===== src/rtl/binary_mul_seq_param_if.sv =====
// Operand/product handshake bundle for the sequential multiplier.
// The master side presents operands and drains products; the slave is the multiplier.
interface binary_mul_seq_param_if #(
    parameter int WIDTH = 13
);
    logic                 in_valid;
    logic                 in_ready;
    logic [WIDTH-1:0]     A;
    logic [WIDTH-1:0]     B;
    logic                 signed_mode;
    logic                 out_valid;
    logic                 out_ready;
    logic [2*WIDTH-1:0]   P;

    modport master (
        output in_valid, A, B, signed_mode, out_ready,
        input  in_ready, out_valid, P
    );

    modport slave (
        input  in_valid, A, B, signed_mode, out_ready,
        output in_ready, out_valid, P
    );
endinterface


===== src/rtl/binary_mul_seq_param.sv =====
// Sequential shift-add multiplier retiring BPC multiplier bits per enabled cycle,
// unsigned or two's-complement, with valid/ready handshakes on both sides.
//
//   state | meaning
//   IDLE  | waiting for operands
//   CALC  | accumulating one BPC-bit group of B per enabled edge
//   DONE  | product held in P with out_valid high until drained
module binary_mul_seq_param #(
    parameter int WIDTH = 13,
    parameter int BPC   = 1
) (
    input  logic                   clk,
    input  logic                   rst_n,
    input  logic                   en,
    binary_mul_seq_param_if.slave  bus
);
    localparam int ITER     = (WIDTH + BPC - 1) / BPC;
    localparam int CW       = $clog2(ITER + 1);
    localparam int PW       = 2 * WIDTH;
    localparam int LAST_POS = WIDTH - 1 - (ITER - 1) * BPC;

    typedef enum logic [1:0] {IDLE, CALC, DONE} state_t;

    state_t            state_q, state_d;
    logic [CW-1:0]     cnt_q, cnt_d;
    logic [PW-1:0]     a_q, a_d;
    logic [PW-1:0]     acc_q, acc_d;
    logic [PW-1:0]     p_q, p_d;
    logic [WIDTH-1:0]  b_q, b_d;
    logic              sgn_q, sgn_d;
    logic              out_valid_q, out_valid_d;

    logic              in_ready;
    logic              in_hs;
    logic              out_hs;
    logic              last;
    logic [BPC-1:0]    grp;
    logic [BPC-1:0]    grp_lo;
    logic [PW-1:0]     pp;
    logic [PW-1:0]     msb_term;
    logic [PW-1:0]     acc_next;

    assign in_ready = rst_n & en & ((state_q == IDLE) | ((state_q == DONE) & bus.out_ready));
    assign in_hs    = in_ready & bus.in_valid;
    assign out_hs   = en & out_valid_q & bus.out_ready;
    assign last     = (cnt_q == CW'(ITER - 1));

    // a_q is pre-shifted each step, so the group product lands at the right weight.
    // In signed mode B's MSB is removed from the group and subtracted instead.
    always_comb begin
        grp    = b_q[BPC-1:0];
        grp_lo = grp;
        if (sgn_q && last) begin
            grp_lo[LAST_POS] = 1'b0;
        end
        pp       = a_q * PW'(grp_lo);
        msb_term = (sgn_q && last && grp[LAST_POS]) ? (a_q << LAST_POS) : '0;
        acc_next = acc_q + pp - msb_term;
    end

    always_comb begin
        state_d     = state_q;
        cnt_d       = cnt_q;
        a_d         = a_q;
        b_d         = b_q;
        acc_d       = acc_q;
        p_d         = p_q;
        sgn_d       = sgn_q;
        out_valid_d = out_valid_q;
        if (en) begin
            case (state_q)
                IDLE: ;
                CALC: begin
                    acc_d = acc_next;
                    a_d   = a_q << BPC;
                    b_d   = b_q >> BPC;
                    cnt_d = cnt_q + CW'(1);
                    if (last) begin
                        state_d     = DONE;
                        p_d         = acc_next;
                        out_valid_d = 1'b1;
                    end
                end
                DONE: begin
                    if (out_hs) begin
                        state_d     = IDLE;
                        out_valid_d = 1'b0;
                    end
                end
                default: state_d = IDLE;
            endcase
            if (in_hs) begin
                state_d     = CALC;
                cnt_d       = '0;
                acc_d       = '0;
                a_d         = {{WIDTH{bus.signed_mode & bus.A[WIDTH-1]}}, bus.A};
                b_d         = bus.B;
                sgn_d       = bus.signed_mode;
                out_valid_d = 1'b0;
            end
        end
    end

    always_ff @(posedge clk) begin
        if (!rst_n) begin
            state_q     <= IDLE;
            cnt_q       <= '0;
            a_q         <= '0;
            b_q         <= '0;
            acc_q       <= '0;
            p_q         <= '0;
            sgn_q       <= 1'b0;
            out_valid_q <= 1'b0;
        end else begin
            state_q     <= state_d;
            cnt_q       <= cnt_d;
            a_q         <= a_d;
            b_q         <= b_d;
            acc_q       <= acc_d;
            p_q         <= p_d;
            sgn_q       <= sgn_d;
            out_valid_q <= out_valid_d;
        end
    end

    assign bus.in_ready  = in_ready;
    assign bus.out_valid = out_valid_q;
    assign bus.P         = p_q;
endmodule


===== src/flat_wrapper.sv =====
// flat-port wrapper written by rule: the top's interface ports become plain ports
module binary_mul_seq_param_flat 
#(
    parameter int WIDTH = 13,
    parameter int BPC   = 1
)
  (clk, rst_n, en, bus_in_valid, bus_A, bus_B, bus_signed_mode, bus_out_ready, bus_in_ready, bus_out_valid, bus_P);
  binary_mul_seq_param_if #(.WIDTH(WIDTH)) bus_i ();
  input  logic clk;
  input  logic rst_n;
  input  logic en;
  input wire logic [$bits(bus_i.in_valid)-1:0] bus_in_valid;
  input wire logic [$bits(bus_i.A)-1:0] bus_A;
  input wire logic [$bits(bus_i.B)-1:0] bus_B;
  input wire logic [$bits(bus_i.signed_mode)-1:0] bus_signed_mode;
  input wire logic [$bits(bus_i.out_ready)-1:0] bus_out_ready;
  output wire logic [$bits(bus_i.in_ready)-1:0] bus_in_ready;
  output wire logic [$bits(bus_i.out_valid)-1:0] bus_out_valid;
  output wire logic [$bits(bus_i.P)-1:0] bus_P;
  assign bus_i.in_valid = bus_in_valid;
  assign bus_i.A = bus_A;
  assign bus_i.B = bus_B;
  assign bus_i.signed_mode = bus_signed_mode;
  assign bus_i.out_ready = bus_out_ready;
  assign bus_in_ready = bus_i.in_ready;
  assign bus_out_valid = bus_i.out_valid;
  assign bus_P = bus_i.P;
  binary_mul_seq_param #(.WIDTH(WIDTH), .BPC(BPC)) u_core (.clk(clk), .rst_n(rst_n), .en(en), .bus(bus_i));
endmodule

===== config.mk =====
export PLATFORM = sky130hd
export DESIGN_NAME = binary_mul_seq_param_flat
export DESIGN_NICKNAME = d
export VERILOG_FILES = /design/src/rtl/binary_mul_seq_param_if.sv /design/src/rtl/binary_mul_seq_param.sv /design/src/flat_wrapper.sv
export SDC_FILE = /design/constraint.sdc
export NUM_CORES = 1
export LEC_CHECK = 0
export ABC_AREA = 1
export ABC_CLOCK_PERIOD_IN_PS = 3150
export CORE_MARGIN = 5
export CORE_UTILIZATION = 24
export DETAILED_ROUTE_END_ITERATION = 10
export REMOVE_ABC_BUFFERS = 1
export SKIP_CTS_REPAIR_TIMING = 1
export SYNTH_ARGS = -nofsm -noshare
export SYNTH_HDL_FRONTEND = slang
export SYNTH_SLANG_ARGS = --single-unit

===== constraint.sdc =====
create_clock -name clk -period 3.15 [get_ports clk]
set_clock_uncertainty 0.15 [all_clocks]
set_input_delay 0.4725 -clock clk [delete_from_list [all_inputs] [get_ports clk]]
set_output_delay 0.4725 -clock clk [all_outputs]
set_load 0.02 [all_outputs]

==> reports/qor.yml <==
final.fill_count: 3001
clk_pin_slew_worst_paths_ns: 0.07
use_met1_pct: 17.30
syn-cell-area_sq_um: 6525
clk-insertion-delay-late_ns: 0.36
arrival_ns: 3.08
timing.fmax_mhz: 339.4
synthMuxAreaShare_pct: 0
first_iter_violations: 331
yosys_register_bits: 99
place_ws_ns: 0.07573
antenna_cells: 0
drt-total-wl_microns: 19310
syn_to_final_growth_pct: 22.84
synth_compound_area_share_pct: 16.66
place_congestion: 0.9061
grt_use_met3_pct: 2.748
fin_cells: 1398
path_class: "flip-flop to flip-flop"
placed_cells: 1382
crit_top_cell: "nand2_1"
synthSimpleGateAreaFrac_pct: 28.78
netlist_instances: 992
hold_class: "flip-flop to flip-flop"
hpwlAfterDp_microns: 14860
setup_viol: 0
mostFrequentLayoutCell: "nand2_1"
antenna_found_initial: 0
ant_nets: 0
required_ns: 3.28
start_util_pct: 24.28
grt_use_met2_pct: 20.30
power.internal_mw: 2.386
crit_chain: "buf_4 > nand2_1 > ha_1 > a31o_2 > ha_1 > nand2_1 > nor2_1 > nand2_1 > inv_1 > nand2_1 > nand2_1 > xor2_2 > nand2_1 > a21oi_1"
power_density_nw_per_um2: 436.7
vias_per_cell: 4.501
port_buffers: 59
tns_ns: 0
finalWorstPathRequiredPeriod_ns: 2.946
slew_violations: 0
hold_ws_ns: 0.3149
cp_top_family: "simple AND/OR/NAND/NOR gates"
path_buf_inv: 2
synth_top_family_by_area: "simple AND/OR/NAND/NOR gates"
die_h_microns: 174.9
htree_levels: 3
crit_path_end_kind: "flip-flop"
p_leak_nw: 3.745
min_period_over_period_pct: 93.53
slowest_delay_ns: 0.40
die_area_sq_um: 30580
worst_pin_slew_ns: 0.7592
ys.warnings.count: 0
outcome: "finished clean"
final_core_util_pct: 29.82
crit_fanout: 22
grt_pass1_wl_microns: 31610
synth.distinct_cells: 36
grt_max_degree: 57
die_w_microns: 174.9
grt_busiest_layer: "met2"
yosys.area_share.adder_pct: 10.85
via_count: 6293
seq_power_share_pct: 38.1
hold_viol: 0
cts-root-buf: "clkbuf_16"
first_pass_iters: 4
pin_count: 60
maxSlewHeadroom_pct: 49.39
grt_overflow: 0
synth-seq-area-share_pct: 30.37
routedWlPerCell_microns: 13.81
cts.sinks: 99
final_cell_mix: "298 x nand2_1, 150 x inv_1, 98 x dfxtp_1, 86 x nor2_1, 59 x clkdlybuf4s50_1"
drv_cap: 0
grt_pass1_vias: 6058
synth-xor-area-share_pct: 1.745
syn_area_per_cell_sq_um: 6.578
clockBufferDepth: 2
cts_tree: "done"
core_sq_um: 26880
power.share.switching_pct: 31.83
nNetsFinal: 1140
core.rowCount: 60
track_usage_pct: 12.72
power_switching_mw: 1.114
cts_buffers: 9
p_clk_share_pct: 37.1
fin_ws_ns: 0.2039
cpMaxStageDelayCell: "dfxtp_1"
startpoint_type: "flip-flop"
route.detailed.drc: 0
peakVddDrop_v: 0.0002230
combPwrFrac_pct: 24.8
layout-drive-gt1-share_pct: 8.420
-- metrics by stage --
stage / cell area, sq um / power (mW)
finish: 8015 / 3.500
floorplan: 6355 / 1.928
global placement: 7620 / 2.205
CTS: 7961 / 3.518
global route: 8015 / 3.701
detailed placement: 7620 / 2.212
-- path summary, 6_finish.rpt --
kind,startpoint,endpoint,slack [ns],depth (start not counted)
setup / recovery,u_core.b_q[0],u_core.acc_q[13],0.20,14
hold / removal,u_core.b_q[12],u_core.b_q[12],0.31,2
setup reg to reg,u_core.b_q[0],u_core.acc_q[13],0.20,14
hold reg to reg,u_core.b_q[12],u_core.b_q[12],0.31,2
-- power by group through the flow --
stage | Clock, mW | Combinational [mW] | Sequential [mW]
finish | 1.30 | 0.868 | 1.33
global route | 1.38 | 0.976 | 1.34
CTS | 1.33 | 0.855 | 1.33
detailed placement | 0 | 0.849 | 1.36
global placement | 0 | 0.845 | 1.36
floorplan | 0 | 0.572 | 1.36
-- kinds of logic after synthesis --
kind of cell / after synthesis
XOR/XNOR: 13
buffers and inverters: 193
adder cells (fa/ha/maj): 56
flip-flops: 99
AND/OR/NAND/NOR: 462
AO/OA/AOI/OAI: 169
-- synthesized netlist by cell type --
cell / n / area (sq um)
o211ai_1: 7 / 52.55
xnor2_1: 1 / 8.760
nand2_2: 1 / 6.260
and2_1: 1 / 6.260
a21o_1: 7 / 52.55
nand2_4: 1 / 11.26
nand3b_1: 5 / 37.54
nor2_1: 90 / 337.8
a31oi_1: 5 / 31.28
nand4_1: 10 / 62.56
o21ai_0: 58 / 290.3
a221oi_2: 11 / 165.2
buf_2: 10 / 50.05
o21ai_2: 1 / 8.760
and3_1: 1 / 6.260
nand3_4: 1 / 17.52
buf_4: 3 / 22.52
or2_2: 1 / 6.260
ha_1: 55 / 688.2
inv_1: 152 / 570.6
o221ai_1: 2 / 17.52
nand3_1: 37 / 185.2
a211oi_1: 1 / 7.510
nor3_1: 13 / 65.06
fa_1: 1 / 20.02
clkbuf_1: 23 / 86.33
a31o_2: 10 / 87.58
o21bai_1: 14 / 105.1
buf_6: 1 / 11.26
a21oi_1: 52 / 260.3
inv_2: 4 / 15.01
nand3_2: 1 / 10.01
xor2_1: 12 / 105.1
nand2_1: 300 / 1126
a22o_1: 1 / 8.760
dfxtp_1: 99 / 1982
-- state kept, by name, indices dropped and copies added, names as in the netlist --
register              count
u_core.a_q               26
u_core.sgn_q              1
u_core.state_q            2
u_core.bus.P             26
u_core.acc_q             26
u_core.bus.out_valid      1
u_core.b_q               13
u_core.cnt_q              4
-- metal layers --
layer	wire (microns)	share of wire, %
met1	9709	50
met3	841	4.4
met4	387	2.0
met5	0	0
met2	8367	43
-- final cells by class --
cell class	count	area (sq um)	area share [%]
multi-input cells	700	3847	48.00
flip-flops and latches	99	1983	24.74
repair buffers	86	830.8	10.37
inverters	156	585.6	7.306
well taps	341	426.7	5.323
clock buffers	10	229.0	2.857
clock inverters	6	112.6	1.405
-- worst reg2reg max path, stage by stage (launching register included) --
cell and delay, ns:
dfxtp_1 0.40, buf_4 0.33, nand2_1 0.10, ha_1 0.19, a31o_2 0.21, ha_1 0.34, nand2_1 0.14, nor2_1 0.22
nand2_1 0.11, inv_1 0.06, nand2_1 0.05, nand2_1 0.10, xor2_2 0.23, nand2_1 0.11, a21oi_1 0.13
(Power assumes the default switching activity.)
